===== config.mk =====
export PLATFORM = sky130hd
export DESIGN_NAME = period_meter
export DESIGN_NICKNAME = d
export VERILOG_FILES = /design/src/rtl/synth_pkg.sv /design/src/rtl/sync_edge_det.sv /design/src/rtl/period_meter.sv
export SDC_FILE = /design/constraint.sdc
export NUM_CORES = 1
export LEC_CHECK = 0
export BUFFER_PORTS_ARGS = -buffer_cell sky130_fd_sc_hd__buf_2
export CORE_MARGIN = 2
export CORE_UTILIZATION = 30
export DETAILED_ROUTE_END_ITERATION = 10
export PLACE_DENSITY = 0.51
export SYNTH_ARGS = -nofsm -noshare
export SYNTH_HDL_FRONTEND = slang
export SYNTH_HIERARCHICAL = 1
export SYNTH_SLANG_ARGS = --single-unit
export TNS_END_PERCENT = 50

===== constraint.sdc =====
create_clock -name clk -period 4.2 [get_ports clk]
set_clock_uncertainty 0.1 [all_clocks]
set_input_delay 0.42 -clock clk [delete_from_list [all_inputs] [get_ports clk]]
set_output_delay 0.42 -clock clk [all_outputs]
set_load 0.02 [all_outputs]

===== src/rtl/synth_pkg.sv =====
// Shared types and constants for the synth's measurement blocks.
// Holds the period meter FSM encoding and clock rate for software.
package synth_pkg;

  typedef enum logic [1:0] {
    IDLE,
    ARM,
    MEASURE
  } pm_state_t;

  localparam int PM_W   = 16;
  localparam int CLK_HZ = 50_000_000;

endpackage


===== src/rtl/sync_edge_det.sv =====
// Two-flop synchronizer with a history flop and rising-edge strobe.
// Reusable for any slow asynchronous input (tone, buttons, encoder).
module sync_edge_det (
  input  logic clk,
  input  logic rst_n,
  input  logic d,
  output logic q,
  output logic rise
);

  logic r_s1;
  logic r_s2;
  logic r_s3;

  always_ff @(posedge clk or negedge rst_n) begin
    if (!rst_n) begin
      r_s1 <= 1'b0;
      r_s2 <= 1'b0;
      r_s3 <= 1'b0;
    end else begin
      r_s1 <= d;
      r_s2 <= r_s1;
      r_s3 <= r_s2;
    end
  end

  assign q    = r_s2;
  assign rise = r_s2 & ~r_s3;

endmodule


===== src/rtl/period_meter.sv =====
// Counts clk cycles between accepted rising edges of an async tone.
// Rejects edges closer than MIN_PERIOD, flags loss of signal at TIMEOUT.
module period_meter
  import synth_pkg::*;
#(
  parameter int W          = PM_W,
  parameter int MIN_PERIOD = 2,
  parameter int TIMEOUT    = (1 << W) - 1
) (
  input  logic         clk,
  input  logic         rst_n,
  input  logic         tone_in,
  output logic [W-1:0] period_out,
  output logic         period_valid,
  output logic         no_signal,
  output logic         glitch
);

  localparam logic [W-1:0] LP_TO  = W'(TIMEOUT);
  localparam logic [W:0]   LP_MIN = (W+1)'(MIN_PERIOD);

  pm_state_t    r_state;
  pm_state_t    w_state_nxt;
  logic [W-1:0] r_cnt;
  logic [W-1:0] w_cnt_nxt;
  logic [W-1:0] w_cnt_inc;
  logic [W:0]   w_cnt_p1;
  logic [W-1:0] w_period;
  logic [W-1:0] r_period;
  logic         r_valid;
  logic         r_glitch;
  logic         w_valid_nxt;
  logic         w_glitch_nxt;
  logic         w_load;
  logic         w_rise;
  logic         w_sync;
  logic         w_ok;
  logic         w_at_to;

  sync_edge_det u_sync (
    .clk   (clk),
    .rst_n (rst_n),
    .d     (tone_in),
    .q     (w_sync),
    .rise  (w_rise)
  );

  assign w_cnt_p1  = {1'b0, r_cnt} + (W+1)'(1);
  assign w_ok      = (w_cnt_p1 >= LP_MIN);
  assign w_at_to   = (r_cnt == LP_TO);
  assign w_cnt_inc = w_at_to ? r_cnt : r_cnt + W'(1);
  // An edge accepted exactly at the 2^W-1 saturation point clamps.
  assign w_period  = w_cnt_p1[W] ? {W{1'b1}} : w_cnt_p1[W-1:0];

  always_comb begin
    w_state_nxt  = r_state;
    w_cnt_nxt    = w_cnt_inc;
    w_valid_nxt  = 1'b0;
    w_glitch_nxt = 1'b0;
    w_load       = 1'b0;
    unique case (r_state)
      IDLE: begin
        w_cnt_nxt = '0;
        if (w_rise) begin
          w_state_nxt = ARM;
        end
      end
      ARM, MEASURE: begin
        if (w_rise && w_ok) begin
          w_state_nxt = MEASURE;
          w_cnt_nxt   = '0;
          w_load      = 1'b1;
          w_valid_nxt = 1'b1;
        end else if (w_rise) begin
          w_glitch_nxt = 1'b1;
        end else if (w_at_to) begin
          w_state_nxt = IDLE;
          w_cnt_nxt   = '0;
        end
      end
      default: begin
        w_state_nxt = IDLE;
        w_cnt_nxt   = '0;
      end
    endcase
  end

  always_ff @(posedge clk or negedge rst_n) begin
    if (!rst_n) begin
      r_state  <= IDLE;
      r_cnt    <= '0;
      r_period <= '0;
      r_valid  <= 1'b0;
      r_glitch <= 1'b0;
    end else begin
      r_state  <= w_state_nxt;
      r_cnt    <= w_cnt_nxt;
      r_valid  <= w_valid_nxt;
      r_glitch <= w_glitch_nxt;
      if (w_load) begin
        r_period <= w_period;
      end
    end
  end

  // Signal is lost the moment the counter saturates, not a cycle later.
  assign no_signal    = (r_state != MEASURE) | w_at_to | (w_sync & 1'b0);
  assign period_out   = r_period;
  assign period_valid = r_valid;
  assign glitch       = r_glitch;

endmodule


# == Word-level counts from Yosys, hierarchy flattened ==
# Index checks and enable logic that the tools add are counted.
# Widths: inputs -> output; s select.
# classes
n_addsub,2
n_lt_le_gt_ge,1
n_eq_ne,7
muxes,16
bitwise,3
n_reduce_logical,4
# op_table
cell,n
$mux 16,6
$add 16x1->17 const B,1
$ge 17x2->1 const B,1
$add 16x1->16 const B,1
$eq 16x16->1 const B,1
$mux 2,4
$ne 3x3->1 const B,2
$mux 1,5
$ne 2x2->1 const B,2
$pmux 2 s2,1
$reduce_and 3->1,1
$eq 2x1->1 const B,1
$eq 2x2->1 const B,1
$logic_not 2->1,1
$reduce_or 2->1,1
$and 1x1->1,1
$logic_and 1x1->1,1
$not 1->1,1
$or 1x1->1,1
# word_totals
ff_bits,39
output_inout_bits,19

# == Logic depth before layout (Yosys ltp) ==
# depth
word_depth,6
ltp_mapped,10
depth_no_buf,7

# == Modules after synthesis ==
# The synthesis kept the hierarchy.
# modules_own_cells
module,instances,cells_each,area_per_inst_um2
period_meter,1,279,2394.8
sync_edge_det,1,4,88.8

# == Worst setup path after synthesis ==
# No wires, ideal clock.
# synth_timing
path_type,reg-to-reg
start,register r_cnt[0]
end,register r_cnt[14]
setup_time_ns,0.073
t_arrival_ns,2.588
setup_slack_ns,1.439
stages_incl_launch_ff,10
n_path_buf,2
synth_period_minus_slack_ns,2.761
cell_sequence,dfrtp_1 > ha_1 > nand4_1 > nor3_1 > or3_1 > a2111o_1 > or3_1 > buf_6 > buf_12 > a21oi_2
# synth_between
elab_chain_cells,6
elab_cells_between_ends,10
# synth_lines
element,line,text
"start, declared",period_meter.sv:24,logic [W-1:0] r_cnt;
"start signal, assigned",period_meter.sv:97,r_cnt <= w_cnt_nxt;
"parallel branches: the longest is 4 deep, another holds $add 16x1->17",n/a,
$mux 16 *,period_meter.sv:69,if (w_rise && w_ok) begin
$mux 16 *,period_meter.sv:61,unique case (r_state)
net w_cnt_nxt[14],period_meter.sv:25,logic [W-1:0] w_cnt_nxt;
# Mark *: on every way through the listed nets, which the timed path passes.
# A chain may end at the register's enable or synchronous reset.

# == Worst setup path after layout ==
# layout_timing
start,register r_cnt[0]
end,register r_cnt[0]
# Same word-level chain as after synthesis.

==> impl_metrics.ini <==
[place]
placed_cells = 392
dpl_cell_area_um2 = 2630
port_buffers = 21
place_congestion = 0.888
dp_hpwl_um = 4680
place_ws_ns = 0.841

[final_layout]
multi_input_comb_area_um2 = 1340
fin_cells = 400
layout.nets = 303
n_antenna_cell = 0
area_delta_synth_final_pct = 9.32
layout_commonest_cell = dfrtp_1
drive_gt1_share_pct = 16.9
final_cell_mix = 39 x dfrtp_1, 29 x nand2_1, 27 x nor2_1, 21 x buf_2
fillers = 850
final_cell_area_um2 = 2720
regArea_um2 = 976

[cts]
cts_max_path_buffers = 2
htreeDepth = 2
ctsHoldBuffers = 0
path_clk_slew_ns = 0.08
post_cts_buffers = 0
numCtsBuffers = 5
cts_tree = built
cts_resized = 0
clkLatencyLatePin_ns = 0.30
clock_sinks = 39
ctsRootBufferMaster = clkbuf_8

[power]
internal-power_w = 0.000787
power_frac_comb_pct = 47.6
switching_share_pct = 45.6
switchingPower_w = 0.000660
leakage_nw = 1.11
power.share.clock_pct = 18.2
vdd_drop_max_mv = 0.228
p_seq_share_pct = 34.3
p_per_area_nw_per_um2 = 533

[die]
die_h_um = 95.0
io-pin-count = 22
rows = 33
start_util_pct = 30.5
die_x_um = 95.0
coreArea_um2 = 8130
dieArea_um2 = 9020

[route]
drt_iter0_drc = 238
postRouteAntennaNets = 0
via_count = 2214
post-route-drc-count = 0
drtPass1Iterations = 5
post_drt_wl_per_cell_um = 16.8
vias_per_cell = 5.54
drt_wl_total_um = 6710

[synthesis]
avgSynthCellArea_um2 = 8.78
syn-instance-count = 283
synth.distinct_cells = 55
ys_ff_latch = 39
ys_seq_area_share_pct = 39.3
synthArstFlopShare_pct = 100
synthFlopType = dfrtp_1
synth_area_um2 = 2480
syn_nets = 292
synth-edff-count = 0
ys_warn_count = 6

[timing]
rsz0062_at_grt = no
hold_slack_ns = 0.128
max_freq_mhz = 293
relSlewSlack_pct = 39.1
worst_slack_ns = 0.790
hold_viol_final = 0
finalCriticalPeriod_ns = 3.41
tightestPinTransition_ns = 0.913
tns_ns = 0
setup_viol = 0
finalMaxSlewViolations = 0
min_period_over_period_pct = 81.2

[setup_path]
cp_data_required_time_ns = 4.31
cp_max_fo = 18
worstReg2RegEnd = r_cnt[0]
worst-r2r-setup-slack_ns = 0.79
startpoint = r_cnt[0]
cp_data_arrival_time_ns = 3.52
r2r-start = r_cnt[0]
r2r_cells = 7
cp-start-kind = flop
crit_end = r_cnt[0]
cp-end-kind = flop
critPathKind = reg2reg

[global_route]
antenna_found_initial = 0
grt_pass1_wl_um = 10800
overflow = 0
grt_max_degree = 40
grt_pass1_vias = 2023
grt_usage_pct = 15.9

[run_status]
status = completed

[run]
cap_viol_max_count = 0

[worst_hold_path]
hold_path.class = in2reg
## critical path: stages, from the launching register on
cell and delay, ns:
dfrtp_1 0.53, ha_1 0.28, nand4_1 0.31, nor4_1 0.49, xnor2_1 0.20, nand4_1 0.30, or3_1 0.79, o31ai_2 0.31
## cell usage after synthesis (2+ instances only)
cell type | number | area [um2]
a21oi_1 | 14 | 70.1
and2_1 | 5 | 31.3
o2111ai_1 | 2 | 17.5
o211ai_1 | 5 | 37.5
o21a_1 | 3 | 22.5
nand4_1 | 11 | 68.8
buf_2 | 4 | 20.0
o21ai_0 | 7 | 35.0
dfrtp_1 | 39 | 976
o22a_1 | 2 | 17.5
o31ai_1 | 3 | 22.5
or3_1 | 3 | 18.8
ha_1 | 6 | 75.1
o31a_1 | 7 | 61.3
buf_6 | 2 | 22.5
a31oi_1 | 9 | 56.3
nand3_1 | 13 | 65.1
nor2_1 | 27 | 101
nor4_1 | 3 | 18.8
and4_1 | 7 | 61.3
nor3_1 | 7 | 35.0
and3_1 | 4 | 25.0
a21oi_2 | 9 | 78.8
or4_1 | 5 | 37.5
clkbuf_1 | 10 | 37.5
nand2_1 | 29 | 109
inv_1 | 14 | 52.6
xnor2_1 | 6 | 52.6
## worst min path at each step
stage	endpoint	start	depth (start not counted)
floorplan	glitch	rst_n	0
global placement	u_sync/q	u_sync/r_s1	0
detailed placement	u_sync/q	u_sync/r_s1	0
CTS	u_sync/r_s1	tone_in	1
global route	u_sync/r_s1	tone_in	1
finish	u_sync/r_s1	tone_in	1
## state kept, by name (all words and copies together) (netlist names)
register and cells:
u_sync/r_s1 1, period_out 16, u_sync/q 1, period_valid 1, u_sync/r_s3 1, glitch 1
r_state 2, r_cnt 16
## power groups by stage
stage | clock [W] | combinational, W | sequential (W)
after floorplan | 0 | 0.000473 | 0.000567
after global placement | 0 | 0.000682 | 0.000501
after detailed placement | 0 | 0.000691 | 0.000504
after CTS | 0.000271 | 0.000694 | 0.000496
after global routing | 0.000282 | 0.000760 | 0.000507
final | 0.000263 | 0.000688 | 0.000496
## final cells by class
| type | count | share of cell area, % |
|---|---|---|
| repair buffers | 24 | 4.70 |
| inverters | 14 | 1.94 |
| multi-input cells | 210 | 49.3 |
| well taps | 105 | 4.84 |
| flip-flops and latches | 39 | 35.9 |
| clock buffers | 5 | 2.53 |
| clock inverters | 3 | 0.737 |
## logic make-up (layout without fill, tap and decap cells)
kind of cell | Yosys count | count (layout) | share of synthesized area [%]
AO/OA/AOI/OAI | 72 | 72 | 21.4
XOR/XNOR | 7 | 7 | 2.47
adder cells (fa/ha/maj) | 6 | 6 | 3.02
buffers and inverters | 34 | 46 | 6.80
flip-flops | 39 | 39 | 39.3
multiplexers | 1 | 1 | 0.403
AND/OR/NAND/NOR | 124 | 124 | 26.6
## routing by layer
layer	part of all wire, %	track usage, %	vias up
li1	-	-	1060
met1	46	22.6	1057
met2	45	23.5	80
met3	5.5	2.63	17
met4	3.2	7.61	0
met5	0	0	-
## metrics by stage
step / util [%] / power (W)
2_1_floorplan: - / 0.00104
3_3_place_gp: 32.3 / 0.00118
3_5_place_dp: 32.3 / 0.00119
4_1_cts: 33.4 / 0.00146
5_1_grt: 33.4 / 0.00155
6_report: 33.4 / 0.00145
Power figures use the tool's default switching activity.
